--- src/rtl/bi_mem_reader.sv ---
// bi_mem_reader: streams NUM_WEIGHTS signed weights out of a dual-port weight bank.
// Lines are fetched two at a time (addr_a = 2k, addr_b = 2k+1), captured into buf0/buf1,
// then emitted lane by lane, most-significant lane first, over a valid/ready handshake.
// Optional feature: define BI_MEM_READER_SUM_EN to get a 32-bit running checksum on sum_out.
module bi_mem_reader #(
    parameter int ADDR_WIDTH   = 4,
    parameter int DATA_WIDTH   = 128,
    parameter int DEPTH        = 16,
    parameter int WEIGHT_WIDTH = 16,
    parameter int NUM_WEIGHTS  = 122
) (
    input  logic                    clk,
    input  logic                    reset,
    input  logic                    start,
    output logic [ADDR_WIDTH-1:0]   addr_a,
    output logic [ADDR_WIDTH-1:0]   addr_b,
    input  logic [DATA_WIDTH-1:0]   q_a,
    input  logic [DATA_WIDTH-1:0]   q_b,
    output logic [WEIGHT_WIDTH-1:0] w_data,
    output logic                    w_valid,
    input  logic                    w_ready,
    output logic                    w_last,
    output logic                    busy,
    output logic                    done,
    output logic [31:0]             sum_out
);

    localparam int LANES = DATA_WIDTH / WEIGHT_WIDTH;
    localparam int LANE_W = (2 * LANES > 1) ? $clog2(2 * LANES) : 1;
    localparam int IDX_W = $clog2(NUM_WEIGHTS + 1);

    localparam logic [1:0] StIdle   = 2'd0;
    localparam logic [1:0] StReq    = 2'd1;
    localparam logic [1:0] StCapt   = 2'd2;
    localparam logic [1:0] StStream = 2'd3;

    logic [1:0]              state_q, state_d;
    logic [ADDR_WIDTH-1:0]   addr_a_q, addr_a_d;
    logic [ADDR_WIDTH-1:0]   addr_b_q, addr_b_d;
    logic [ADDR_WIDTH-1:0]   k_q, k_d;
    logic [DATA_WIDTH-1:0]   buf0_q, buf0_d;
    logic [DATA_WIDTH-1:0]   buf1_q, buf1_d;
    logic [LANE_W-1:0]       lane_q, lane_d;
    logic [IDX_W-1:0]        idx_q, idx_d;
    logic                    busy_q, busy_d;
    logic                    done_q, done_d;

    logic                    buf1_en;
    logic                    is_last;
    logic                    start_acc;
    logic                    xfer;
    logic [ADDR_WIDTH-1:0]   k_inc;
    logic [DATA_WIDTH-1:0]   cur_line;
    logic [WEIGHT_WIDTH-1:0] w_data_c;
    int                      lane_sel;

    // Read address of line 2k, and of line 2k+1 clamped to the last bank line.
    function automatic logic [ADDR_WIDTH-1:0] addr_a_of(input logic [ADDR_WIDTH-1:0] k);
        return ADDR_WIDTH'(2 * int'(k));
    endfunction

    function automatic logic [ADDR_WIDTH-1:0] addr_b_of(input logic [ADDR_WIDTH-1:0] k);
        int b;
        b = 2 * int'(k) + 1;
        if (b > DEPTH - 1) b = DEPTH - 1;
        return ADDR_WIDTH'(b);
    endfunction

    assign k_inc     = k_q + 1'b1;
    // When the odd line of the pair lies past the bank, only buf0 lanes are emitted.
    assign buf1_en   = (2 * int'(k_q) + 1) < DEPTH;
    assign is_last   = (idx_q == IDX_W'(NUM_WEIGHTS - 1));
    assign start_acc = (state_q == StIdle) && start;
    assign xfer      = (state_q == StStream) && w_ready;

    // Lane mux: lanes 0..LANES-1 come from buf0, the rest from buf1, MSB lane first.
    always_comb begin
        lane_sel = int'(lane_q) % LANES;
        cur_line = (int'(lane_q) < LANES) ? buf0_q : buf1_q;
        w_data_c = cur_line[DATA_WIDTH - 1 - lane_sel * WEIGHT_WIDTH -: WEIGHT_WIDTH];
    end

    // Next-state logic for the fetch/capture/stream sequencer.
    always_comb begin
        state_d  = state_q;
        addr_a_d = addr_a_q;
        addr_b_d = addr_b_q;
        k_d      = k_q;
        buf0_d   = buf0_q;
        buf1_d   = buf1_q;
        lane_d   = lane_q;
        idx_d    = idx_q;
        busy_d   = busy_q;
        done_d   = 1'b0;
        unique case (state_q)
            StIdle: begin
                if (start) begin
                    k_d      = '0;
                    addr_a_d = addr_a_of('0);
                    addr_b_d = addr_b_of('0);
                    lane_d   = '0;
                    idx_d    = '0;
                    busy_d   = 1'b1;
                    state_d  = StReq;
                end
            end
            StReq: state_d = StCapt;
            StCapt: begin
                buf0_d  = q_a;
                buf1_d  = q_b;
                lane_d  = '0;
                state_d = StStream;
            end
            StStream: begin
                if (w_ready) begin
                    idx_d = idx_q + 1'b1;
                    if (is_last) begin
                        state_d = StIdle;
                        busy_d  = 1'b0;
                        done_d  = 1'b1;
                    end else if (lane_q == (buf1_en ? LANE_W'(2 * LANES - 1)
                                                    : LANE_W'(LANES - 1))) begin
                        k_d      = k_inc;
                        addr_a_d = addr_a_of(k_inc);
                        addr_b_d = addr_b_of(k_inc);
                        lane_d   = '0;
                        state_d  = StReq;
                    end else begin
                        lane_d = lane_q + 1'b1;
                    end
                end
            end
            default: state_d = StIdle;
        endcase
    end

    // State registers with synchronous reset.
    always_ff @(posedge clk) begin
        if (reset) begin
            state_q  <= StIdle;
            addr_a_q <= '0;
            addr_b_q <= '0;
            k_q      <= '0;
            buf0_q   <= '0;
            buf1_q   <= '0;
            lane_q   <= '0;
            idx_q    <= '0;
            busy_q   <= 1'b0;
            done_q   <= 1'b0;
        end else begin
            state_q  <= state_d;
            addr_a_q <= addr_a_d;
            addr_b_q <= addr_b_d;
            k_q      <= k_d;
            buf0_q   <= buf0_d;
            buf1_q   <= buf1_d;
            lane_q   <= lane_d;
            idx_q    <= idx_d;
            busy_q   <= busy_d;
            done_q   <= done_d;
        end
    end

`ifdef BI_MEM_READER_SUM_EN
    logic [31:0] sum_q, sum_d;

    // Wrapping checksum of sign-extended transferred weights.
    always_comb begin
        sum_d = sum_q;
        if (start_acc) sum_d = '0;
        else if (xfer) sum_d = sum_q + 32'($signed(w_data_c));
    end

    // Checksum register.
    always_ff @(posedge clk) begin
        if (reset) sum_q <= '0;
        else       sum_q <= sum_d;
    end

    assign sum_out = sum_q;
`else
    assign sum_out = '0;
`endif

    assign addr_a  = addr_a_q;
    assign addr_b  = addr_b_q;
    assign w_data  = w_data_c;
    assign w_valid = (state_q == StStream);
    assign w_last  = (state_q == StStream) && is_last;
    assign busy    = busy_q;
    assign done    = done_q;

endmodule

--- config.mk ---
export PLATFORM = sky130hd
export DESIGN_NAME = bi_mem_reader
export DESIGN_NICKNAME = d
export VERILOG_FILES = /design/src/rtl/bi_mem_reader.sv
export SDC_FILE = /design/constraint.sdc
export NUM_CORES = 1
export LEC_CHECK = 0
export BUFFER_PORTS_ARGS = -buffer_cell sky130_fd_sc_hd__buf_2
export CELL_PAD_IN_SITES_DETAIL_PLACEMENT = 0
export CELL_PAD_IN_SITES_GLOBAL_PLACEMENT = 1
export CORE_AREA = 2 2 171 173
export CTS_CLUSTER_SIZE = 12
export DETAILED_ROUTE_END_ITERATION = 12
export DIE_AREA = 0 0 173 175
export PLACE_DENSITY_LB_ADDON = 0.3
export RECOVER_POWER = 100
export SYNTH_ARGS = -nofsm -noshare
export SYNTH_HDL_FRONTEND = slang
export SYNTH_SLANG_ARGS = --single-unit
--- constraint.sdc ---
create_clock -name clk -period 5.1 [get_ports clk]
set_clock_uncertainty 0.15 [all_clocks]
set_input_delay 0.255 -clock clk [delete_from_list [all_inputs] [get_ports clk]]
set_output_delay 0.255 -clock clk [all_outputs]
set_load 0.03 [all_outputs]
; After elaboration in Yosys (flattened, before gate mapping)
; Cells that the tools add are included.
[op_classes]
bitwise_logic = 2
addsub = 6
eq_ne = 11
magnitude_cmp = 3
reduce_logical = 10
n_mux = 34
n_shift = 1
[ops]
columns = operator, count
row1 = $shiftx A143 B8 Y16, 1
row2 = $mux W128, 1
row3 = $mux W4, 16
row4 = $pmux W4 S2, 3
row5 = $mux W7, 2
row6 = $pmux W7 S2, 1
row7 = $add A5 B1 Y6 const B, 2
row8 = $pmux W4 S3, 1
row9 = $add A4 B1 Y4 const B, 2
row10 = $mux W2, 4
row11 = $pmux W2 S4, 1
row12 = $reduce_and A4 Y1, 2
row13 = $sub A7 B7 Y8 const A, 1
row14 = $add A7 B1 Y7 const B, 1
row15 = $eq A7 B7 Y1 const B, 1
row16 = $gt A6 B4 Y1 const B, 1
row17 = $lt A6 B5 Y1 const B, 1
row18 = $ne A2 B1 Y1 const B, 3
row19 = $reduce_and A3 Y1, 2
row20 = $reduce_and A5 Y1, 1
row21 = $eq A2 B2 Y1 const B, 2
row22 = $eq A4 B4 Y1, 1
row23 = $lt A4 B4 Y1 const B, 1
row24 = $mux W1, 4
row25 = 10 further kinds, 12
[totals]
ff_bits = 283
output_inout_bits = 60
elab_cells = 77
input_bits = 260

; Logic depth before layout (Yosys ltp)
[logic_depth]
ltp_word = 8
depth_mapped = 8
mapped_depth_nobuf = 7

; Worst setup path after synthesis
; No wires, ideal clock.
[synth_path]
path_kind = reg2out
startpoint = reg lane_q[0]
endpoint = out w_data[0]
path_slack_ns = 2.781
arrival_ns = 1.914
required_ns = 4.695
path_stages_with_launch = 5
n_path_buf = 2
path_cell_list = dfxtp_1 > buf_2 > buf_1 > mux4_2 > mux4_2
[synth_between]
elab_chain_len = 3
word_cells_on_any_way = 4
classes_between = 1 x add/sub / 1 x order compare / 1 x shift / 1 x mux
[synth_lines]
columns = item, line_no
row1 = start: declaration, 43  ; logic [LANE_W-1:0] lane_q, lane_d;
row2 = start signal: assignment, 157  ; lane_q <= lane_d;
row3 = branches (longest 2 deep; another with $sub A7 B7 Y8), -
row4 = $shiftx A143 B8 Y16 (*), 80  ; w_data_c = cur_line[DATA_WIDTH - 1 - lane_sel * WEIGHT_WIDTH -: WEIGHT_WIDTH];
row5 = end: declaration, 19  ; output logic [WEIGHT_WIDTH-1:0] w_data,
; Mark *: on every way between the ends.

; Worst setup path in the final report
[layout_path]
startpoint = reg lane_q[0]
endpoint = out w_data[14]
; Same word-level chain as after synthesis.

==> impl_results.md <==
- Hold WS: 0.05581 ns
- Count leader, synth: dfxtp_1
- Most common cell on crit path: mux4_2
- Hold Buf Count CTS: 257
- DRC viols: 0
- Number of synthesized flops with an enable pin: 0
- Final HPWL DP: 28.31 mm
- Chip width: 173 µm
- Peak supply drop: 246.4 µV
- Fmax: 247.2 MHz
- Core Region: around 0.028 mm²
- Crit Path Class: flip-flop to output port
- Worst EP required: 4.70 ns
- Initial DRC Count: approximately 690
- Antenna-violating nets left: 0
- Slew headroom: -25.59%
- Share of the synthesized area in the top cell type: 45.43%
- Vias in the first global route: 10,340
- Ys async rst share: 0%
- Mean Syn Cell Area: 11.17 µm²
- Setup TNS: 0 ns
- CTS clk-pin slew, worst paths: 0.06 ns
- YS warnings: 0
- Vias per cell: 5.101
- Detailed Routing Iterations Pass 1: 5
- Fillers: 2,297
- TritonCTS clock tree: done
- Status: finished, violations left
- #FFs+latches synth: 279
- Vias post-DR: 10,220
- Port Buffers: 286
- Top cells by area, synth: dfxtp_1, mux2i_1, mux4_2
- Slowest CP cell: dfxtp_2
- Pwr Density: slightly below 400 mW/mm²
- Max clock buf depth: 3
- Full die area: 0.03028 mm²
- Row count: 62
- Postcts setup bufs: 0
- Area Overhead vs Synth: 40.61%
- Mapped Cells: around 1,100
- Post-synthesis cell type count: 43
- Routed len/inst: 20.63 µm
- R2R setup slack: roughly 1.1 ns
- RSZ-0062 raised after global routing: no
- Total CTS buffers: 31
- Hold Path Class: input port to flip-flop
- Startpoint Class: flip-flop
- Final Hold Fails: 0
- Largest net degree at the start of global routing: 102
- Initial Utilization: ~43%
- Worst-Skew Late Latency: around 0.55 ns
- Htree depth: 1
- Total GRT Usage: 26.69%
- Post-Syn Area: 0.01229 mm²
- Max-slew violation count: 334
- Die Ht: 175 µm
- Final #Nets: 1,870
- # Max-Cap Violations: 6
- # diodes: 0
- Failing checks: capacitance limit, slew limit
- Share of layout cells above drive strength 1: 24.75%
- CP Capture Type: output port
- Critical Path, Cell by Cell: mux4_2, mux4_2, clkbuf_1
- Largest area contributor in the netlist: dfxtp_1
- Worst path arrival time: ~3.6 ns
- Synth top cells by count: dfxtp_1, nor2_1, mux2i_1
- Critical-path maximum fanout: approximately 70
- Period utilization: 79.31%
- Root Buffer: clkbuf_16
- Tmin final: 4.045 ns
- Initial antenna violation count: 0
- WL final: ~41 mm
- Top-level port count: 320
- Register area share after synthesis: a little under half
- First-pass GRT wire length: 61.87 mm
- Num Clock Sinks: 279
- Resized cells post-CTS: 0
- GR Overflow Total: 0
- Worst path max stage delay: 1.59 ns
- Final setup fails: 0
- P_leak: 0.006707 µW
- Most used DFF post-synth: dfxtp_1
- Least-Margin Pin Slew: 1.884 ns
- GP Congestion: roughly 0.85
## metrics by stage
step	power (µW)	utilization [%]	worst slack [ns]	instances	instance area (µm²)
finish	6755	60.88	1.055	2004	17290
global route	7045	60.88	0.8746	2004	17290
CTS	6760	61.21	1.372	2004	17380
detailed placement	4431	48.66	1.962	1694	13820
global placement	4413	48.66	2.005	1694	13820
floorplan	3966	-	2.781	1133	12410
## path summary, 6_finish.rpt
check | start | end | cells after the start
setup / recovery | lane_q[0]$_SDFFE_PP0P_ | w_data[14] | 3
hold / removal | start | state_q[0]$_SDFFE_PP0P_ | 4
setup reg to reg | state_q[0]$_SDFFE_PP0P_ | buf1_q[79]$_SDFFE_PP0N_ | 5
hold reg to reg | addr_b[1]$_SDFFE_PP0P_ | addr_b[1]$_SDFFE_PP0P_ | 1
## kinds of logic after synthesis
| group | after synthesis | synth area share (%) |
|---|---|---|
| buffers and inverters | 128 | 5.445 |
| and+or+nand+nor | 303 | 9.994 |
| other | 1 | 0.03050 |
| AOI/OAI and AO/OA | 37 | 2.056 |
| adders and majority gates | 10 | 1.018 |
| muxes | 338 | 35.67 |
| xor gates and xnor gates | 5 | 0.3562 |
| DFF | 279 | 45.43 |
## area by class of cell
| cell class | instances | area (µm²) | share of cell area [%] |
|---|---|---|---|
| clock buffers | 44 | 914.6 | 5.291 |
| clock inverters | 9 | 76.32 | 0.4415 |
| inverters | 10 | 37.54 | 0.2171 |
| multi-input cells | 726 | 6148 | 35.57 |
| flip-flops and latches | 279 | 5590 | 32.34 |
| well taps | 384 | 480.5 | 2.779 |
| repair buffers | 552 | 4039 | 23.36 |
## worst max-delay path, delay by kind of cell, from the launching register on
family                 cells  cell delay, ns
muxes                      2            1.23
DFF                        1            1.59
buffers and inverters      1            0.24
## routing by layer
metal	part of all wire [%]	GRT usage (%)	wire (µm)
met3	5.3	3.786	2201
met4	4.6	11.26	1889
met1	42	34.24	17170
met2	49	45.25	20080
met5	0	0	0
## flip-flops by register name (all words and copies together) (netlist names)
signal / flops
idx_q: 7
buf0_q: 128
k_q: 4
done: 1
addr_b: 4
state_q: 2
lane_q: 4
buf1_q: 128
busy: 1
## power by group
part           switching, µW  total (µW)  internal, µW  leakage, µW
Combinational            878        1800           922      0.00395
Clock                    883        2170          1280     0.000494
Sequential               264        2790          2520      0.00226
Total                   2030        6750          4730      0.00671
## layout by cell type (no fill, tap or decap), types with 6 or more instances in the layout
master	instances
ha_1	10
clkbuf_1	31
o21ai_0	9
mux4_2	80
nor2_1	264
dlygate4sd3_1	257
clkinv_2	6
nand3_1	6
mux2i_1	257
conb_1	33
dfxtp_1	277
buf_2	258
a21oi_1	7
clkbuf_8	10
nand2_1	9
inv_1	10
clkbuf_16	31
(Power assumes the default switching activity.)
